`src/rtl/tt_scan_ctrl_pkg.sv`:
```
// Shared types and defaults for the truth-table scan sequencer.
package tt_scan_ctrl_pkg;

    localparam int N_IN_DEF   = 4;
    localparam int SETTLE_DEF = 1;

    typedef enum logic [1:0] {
        ST_IDLE   = 2'd0,
        ST_APPLY  = 2'd1,
        ST_SAMPLE = 2'd2,
        ST_DONE   = 2'd3
    } state_t;

endpackage

```
`src/rtl/tt_scan_ctrl_if.sv`:
```
// Bus between the scan sequencer and its client: start/expected in, vector drive out,
// function output back in, results out.
interface tt_scan_ctrl_if import tt_scan_ctrl_pkg::*; #(
    parameter int N_IN = N_IN_DEF
);
    localparam int W = 1 << N_IN;

    logic              start;
    logic [W-1:0]      expected;
    logic [N_IN-1:0]   vec;
    logic              f_in;
    logic              busy;
    logic              done;
    logic [W-1:0]      table_out;
    logic              match;
    logic [N_IN:0]     ones_count;

    modport master (
        output start, expected, f_in,
        input  vec, busy, done, table_out, match, ones_count
    );

    modport slave (
        input  start, expected, f_in,
        output vec, busy, done, table_out, match, ones_count
    );

endinterface

```
`src/rtl/tt_settle_timer.sv`:
```
// Down-counter timing how long each vector is held; latency 0 (zero_o decodes the register).
// Load has priority over decrement; decrement saturates at zero.
module tt_settle_timer (
    input  logic       clk,
    input  logic       rst,
    input  logic       load_i,
    input  logic [3:0] load_val_i,
    input  logic       dec_i,
    output logic       zero_o
);

    logic [3:0] cnt_q, cnt_d;

    always_comb begin
        cnt_d = cnt_q;
        if (load_i) begin
            cnt_d = load_val_i;
        end else if (dec_i && (cnt_q != 4'd0)) begin
            cnt_d = cnt_q - 4'd1;
        end
    end

    always_ff @(posedge clk or posedge rst) begin
        if (rst) begin
            cnt_q <= 4'd0;
        end else begin
            cnt_q <= cnt_d;
        end
    end

    assign zero_o = (cnt_q == 4'd0);

endmodule

```
`src/rtl/tt_scan_ctrl.sv`:
```
// Sweeps all input vectors of a combinational function, builds its truth table and checks it.
// Done arrives 16*(SETTLE+1) edges after start acceptance; start is ignored while busy.
module tt_scan_ctrl import tt_scan_ctrl_pkg::*; #(
    parameter int N_IN   = N_IN_DEF,
    parameter int SETTLE = SETTLE_DEF
) (
    input  logic           clk,
    input  logic           rst,
    tt_scan_ctrl_if.slave  scan_if
);

    localparam int              W         = 1 << N_IN;
    localparam logic [N_IN-1:0] VEC_LAST  = '1;
    localparam logic [3:0]      SETTLE_LD = 4'(SETTLE - 1);

    function automatic logic [N_IN:0] popcount(input logic [W-1:0] t);
        logic [N_IN:0] n;
        n = '0;
        for (int i = 0; i < W; i++) begin
            n = n + {{N_IN{1'b0}}, t[i]};
        end
        return n;
    endfunction

    state_t          state_q, state_d;
    logic [N_IN-1:0] vec_q, vec_d;
    logic [W-1:0]    table_q, table_d;
    logic [W-1:0]    exp_q, exp_d;
    logic            match_q, match_d;
    logic [N_IN:0]   ones_q, ones_d;
    logic            busy_q, busy_d;
    logic            done_q, done_d;
    logic            tmr_load, tmr_dec, tmr_zero;

    tt_settle_timer u_timer (
        .clk        (clk),
        .rst        (rst),
        .load_i     (tmr_load),
        .load_val_i (SETTLE_LD),
        .dec_i      (tmr_dec),
        .zero_o     (tmr_zero)
    );

    always_comb begin
        state_d  = state_q;
        vec_d    = vec_q;
        table_d  = table_q;
        exp_d    = exp_q;
        match_d  = match_q;
        ones_d   = ones_q;
        tmr_load = 1'b0;
        tmr_dec  = 1'b0;

        case (state_q)
            ST_IDLE: begin
                if (scan_if.start) begin
                    state_d  = ST_APPLY;
                    vec_d    = '0;
                    table_d  = '0;
                    match_d  = 1'b0;
                    ones_d   = '0;
                    exp_d    = scan_if.expected;
                    tmr_load = 1'b1;
                end
            end
            ST_APPLY: begin
                if (tmr_zero) begin
                    state_d = ST_SAMPLE;
                end else begin
                    tmr_dec = 1'b1;
                end
            end
            ST_SAMPLE: begin
                table_d[vec_q] = scan_if.f_in;
                // Results are computed from the completed table so they are valid with done.
                if (vec_q == VEC_LAST) begin
                    state_d = ST_DONE;
                    match_d = (table_d == exp_q);
                    ones_d  = popcount(table_d);
                end else begin
                    state_d  = ST_APPLY;
                    vec_d    = vec_q + N_IN'(1);
                    tmr_load = 1'b1;
                end
            end
            ST_DONE: begin
                state_d = ST_IDLE;
                vec_d   = '0;
            end
            default: begin
                state_d = ST_IDLE;
            end
        endcase

        busy_d = (state_d != ST_IDLE);
        done_d = (state_d == ST_DONE);
    end

    always_ff @(posedge clk or posedge rst) begin
        if (rst) begin
            state_q <= ST_IDLE;
            vec_q   <= '0;
            table_q <= '0;
            exp_q   <= '0;
            match_q <= 1'b0;
            ones_q  <= '0;
            busy_q  <= 1'b0;
            done_q  <= 1'b0;
        end else begin
            state_q <= state_d;
            vec_q   <= vec_d;
            table_q <= table_d;
            exp_q   <= exp_d;
            match_q <= match_d;
            ones_q  <= ones_d;
            busy_q  <= busy_d;
            done_q  <= done_d;
        end
    end

    assign scan_if.vec        = vec_q;
    assign scan_if.table_out  = table_q;
    assign scan_if.match      = match_q;
    assign scan_if.ones_count = ones_q;
    assign scan_if.busy       = busy_q;
    assign scan_if.done       = done_q;

endmodule

```
`src/flat_wrapper.sv`:
```
// flat-port wrapper written by rule: the top's interface ports become plain ports
module tt_scan_ctrl_flat import tt_scan_ctrl_pkg::*;
#(
    parameter int N_IN   = N_IN_DEF,
    parameter int SETTLE = SETTLE_DEF
)
  (clk, rst, scan_if_start, scan_if_expected, scan_if_f_in, scan_if_vec, scan_if_busy, scan_if_done, scan_if_table_out, scan_if_match, scan_if_ones_count);
  tt_scan_ctrl_if #(.N_IN(N_IN)) scan_if_i ();
  input  logic clk;
  input  logic rst;
  input wire logic [$bits(scan_if_i.start)-1:0] scan_if_start;
  input wire logic [$bits(scan_if_i.expected)-1:0] scan_if_expected;
  input wire logic [$bits(scan_if_i.f_in)-1:0] scan_if_f_in;
  output wire logic [$bits(scan_if_i.vec)-1:0] scan_if_vec;
  output wire logic [$bits(scan_if_i.busy)-1:0] scan_if_busy;
  output wire logic [$bits(scan_if_i.done)-1:0] scan_if_done;
  output wire logic [$bits(scan_if_i.table_out)-1:0] scan_if_table_out;
  output wire logic [$bits(scan_if_i.match)-1:0] scan_if_match;
  output wire logic [$bits(scan_if_i.ones_count)-1:0] scan_if_ones_count;
  assign scan_if_i.start = scan_if_start;
  assign scan_if_i.expected = scan_if_expected;
  assign scan_if_i.f_in = scan_if_f_in;
  assign scan_if_vec = scan_if_i.vec;
  assign scan_if_busy = scan_if_i.busy;
  assign scan_if_done = scan_if_i.done;
  assign scan_if_table_out = scan_if_i.table_out;
  assign scan_if_match = scan_if_i.match;
  assign scan_if_ones_count = scan_if_i.ones_count;
  tt_scan_ctrl #(.N_IN(N_IN), .SETTLE(SETTLE)) u_core (.clk(clk), .rst(rst), .scan_if(scan_if_i));
endmodule
```
`config.mk`:
```
export PLATFORM = sky130hd
export DESIGN_NAME = tt_scan_ctrl_flat
export DESIGN_NICKNAME = d
export VERILOG_FILES = /design/src/rtl/tt_scan_ctrl_pkg.sv /design/src/rtl/tt_scan_ctrl_if.sv /design/src/rtl/tt_settle_timer.sv /design/src/rtl/tt_scan_ctrl.sv /design/src/flat_wrapper.sv
export SDC_FILE = /design/constraint.sdc
export NUM_CORES = 1
export LEC_CHECK = 0
export CAP_MARGIN = 25
export CORE_MARGIN = 2
export CORE_UTILIZATION = 50
export CTS_BUF_LIST = sky130_fd_sc_hd__clkbuf_4 sky130_fd_sc_hd__clkbuf_8
export DETAILED_ROUTE_END_ITERATION = 12
export PLACE_DENSITY_LB_ADDON = 0.3
export SLEW_MARGIN = 0
export SYNTH_ARGS = -nofsm -noshare
export SYNTH_HDL_FRONTEND = slang
export SYNTH_SLANG_ARGS = --single-unit
```
`constraint.sdc`:
```
create_clock -name clk -period 4.8 [get_ports clk]
set_input_delay 0.96 -clock clk [delete_from_list [all_inputs] [get_ports clk]]
set_output_delay 0.96 -clock clk [all_outputs]
set_load 0.01 [all_outputs]
```
==> metrics.txt <==
critical path launch point type flop; Max Cap Violations 0; Lkg Pwr approximately 1.8 nW; WP data arrival 4.83 ns; Synth Net Count 343; # DRC 0; # setup viols final 0; PortBufs 47; final WL about 7000 µm; Yosys cell types 38; dpl cells 434; unrepaired setup endpoints after global routing true; clk root buf clkbuf_8; Post-Synthesis Cells ~300; Slew Limit Fails 0; endpoint class of the critical path flop; CTS Buf Count 5; Tcrit/Tclk final 96.5%; die area around 0.0065 mm²; clk sinks 50; Tot GR Track Use 23.1%; Fmax 0.216 GHz; dpl ws -0.444 ns; Die H 80.6 µm; final setup TNS 0 ns; clock skew 0.0103 ns; row cnt 27; WP data required 4.99 ns; post-route cell area 0.00389 mm²; mapped cell area 0.00293 mm²; Wirelength per Cell 15.3 µm; fin crit period 4.63 ns; Async SR Flop Fraction 100%; Vias 2,364; placed wire-length estimate 5070 µm; Mapped Avg Cell Area around 9.7 µm²; VDD IR max 0.371 mV; number of synthesis warnings 0; Core ar. 0.00557 mm²; Power Dens Cells 703 mW/mm²; run status finished clean; CTS Buffer Depth 2; CTS clk-pin slew, worst paths 0.09 ns; largest net degree at the start of global routing 51; CP max FO 4; Area Growth Syn to Fin 32.8%; most frequent cells in the layout 79 x nand2_1, 49 x dfrtp_1, 46 x clkdlybuf4s50_1; Clk Latency, worst-skew pair 0.31 ns; first-pass GRT wire length around 11,000 µm; vias in the first global route around 2,400; CTS hold repair buffers 0; ant diodes 0; Slew @ Worst Pin 0.875 ns; Top Ports 48; class of the worst hold path reg -> reg; Non-Filler Instances between 400 and 500; Most used DFF post-synth dfrtp_1; gr ovfl total 0; Setup CP Type reg -> reg; share of cells above drive strength 1 18.9%; post-route ant nets 0; GPL Wtd Cong 0.891; DP Area approximately 0.0036 mm²; Initial Utilization 52.6%; number of synthesized flops with an enable pin 0; Iteration-0 DRC Markers 88; Rel. slew slack 41.5%; Critical Path, Cell by Cell inv_2, ha_4, nor3b_4, mux2i_4, inv_2, ha_4, fa_1, fa_1, fa_1, inv_1, fa_1, fa_2, inv_2, fa_2, nand2_1, nand2_1; CTS tree built; slowest stage delay, CP roughly 0.55 ns; Yosys reg bits 50; final hold vios 0; post-layout worst setup margin 0.166 ns; initial antenna violation count 0; CP most frequent cell fa_1; hold depth 2; Final nets 414; Worst path slowest cell fa_1; drt via density 5.29; commonest non-fill, non-tap cell in the layout nand2_1; DR pass1 iterations 4; worst r2r path cells 16; worst hold slack 0.503 ns; Die Span X about 81 µm; register area share after synthesis about 43%; H-tree Lvls 2
## timing repair
item	CTS	global route
gates resized for setup	4	13
endpoints found under the setup margin	3	4
setup buffers	3	1
pin swaps	6	9
## synthesized netlist by cell type (3+ instances only)
| library cell | number | area share [%] |
|---|---|---|
| nand3_2 | 4 | 1.4 |
| fa_1 | 10 | 6.8 |
| clkbuf_1 | 7 | 0.90 |
| mux2i_1 | 8 | 2.7 |
| xor2_1 | 11 | 3.3 |
| nor2_1 | 6 | 0.77 |
| a21oi_1 | 7 | 1.2 |
| nand2_1 | 79 | 10 |
| nand3_1 | 8 | 1.4 |
| a32o_1 | 3 | 1.0 |
| inv_1 | 22 | 2.8 |
| ha_1 | 10 | 4.3 |
| nor4_1 | 3 | 0.64 |
| nand3b_1 | 5 | 1.3 |
| nor3b_1 | 6 | 1.5 |
| xnor2_1 | 8 | 2.4 |
| dfrtp_1 | 50 | 43 |
| mux2i_2 | 6 | 2.8 |
| o21ai_0 | 23 | 3.9 |
## report_power, final
part	internal, W	total (W)	switching [W]
sequential	0.000562	0.000706	0.000144
combinational	0.000817	0.00167	0.000849
clock	0.000222	0.000362	0.000140
total	0.00160	0.00273	0.00113
## worst paths after layout
check	to	start	slack (ns)
min in group asynchronous	u_core.exp_q[14]$_DFFE_PP0P_	rst	0.93
max in group asynchronous	u_core.exp_q[5]$_DFFE_PP0P_	rst	3.35
min reg2reg	u_core.exp_q[6]$_DFFE_PP0P_	u_core.exp_q[6]$_DFFE_PP0P_	0.50
min	u_core.exp_q[6]$_DFFE_PP0P_	u_core.exp_q[6]$_DFFE_PP0P_	0.50
max	u_core.scan_if.ones_count[1]$_DFFE_PP0P_	u_core.scan_if.vec[0]$_DFFE_PP0P_	0.17
max reg2reg	u_core.scan_if.ones_count[1]$_DFFE_PP0P_	u_core.scan_if.vec[0]$_DFFE_PP0P_	0.17
## area by class of cell
type | instances | area [µm²]
multi-input combinational | 218 | 1610
inverter | 23 | 86.3
tap | 72 | 90.1
timing repair buffer | 76 | 707
fill | 423 | 1680
clock inverter | 2 | 60.1
clock buffer | 6 | 82.6
sequential | 50 | 1250
## worst max-delay path, delay by kind of cell, from the launching register on
kind | cells | cell delay, ns
buf+inv | 4 | 0.27
flops | 1 | 0.44
simple gates | 3 | 0.34
fa+ha+maj | 8 | 3.19
mux | 1 | 0.27
## state kept, by name, indices dropped and copies added (netlist names)
register                   flops
u_core.exp_q                  16
u_core.scan_if.busy            1
u_core.scan_if.done            1
u_core.scan_if.match           1
u_core.scan_if.ones_count      5
u_core.scan_if.table_out      16
u_core.scan_if.vec             4
u_core.state_q                 2
u_core.u_timer.cnt_q           4
## layer usage
layer	part of all wire, %	up-vias	GRT usage (%)
met1	45	1146	31.8
met4	0.99	0	5.42
met3	5.4	8	4.38
li1	-	1139	-
met5	0	-	0
met2	48	71	37.8
## per-stage QoR
step | util, % | total power (W)
floorplan | - | 0.00171
detailed placement | 65.2 | 0.00230
global route | 69.8 | 0.00298
finish | 69.8 | 0.00273
global placement | 65.2 | 0.00222
CTS | 68.4 | 0.00270
## kinds of logic (layout without fill, tap and decap cells)
| kind of cell | count (synthesis) | in the layout | share of synthesized area (%) |
|---|---|---|---|
| adders and majority gates | 20 | 20 | 11.1 |
| buffers and inverters | 35 | 107 | 5.47 |
| DFF | 50 | 50 | 42.7 |
| muxes | 15 | 15 | 6.32 |
| and+or+nand+nor | 123 | 123 | 20.7 |
| xor gates and xnor gates | 19 | 19 | 5.68 |
| AOI/OAI and AO/OA | 41 | 41 | 8.03 |
Power figures use the tool's default switching activity.
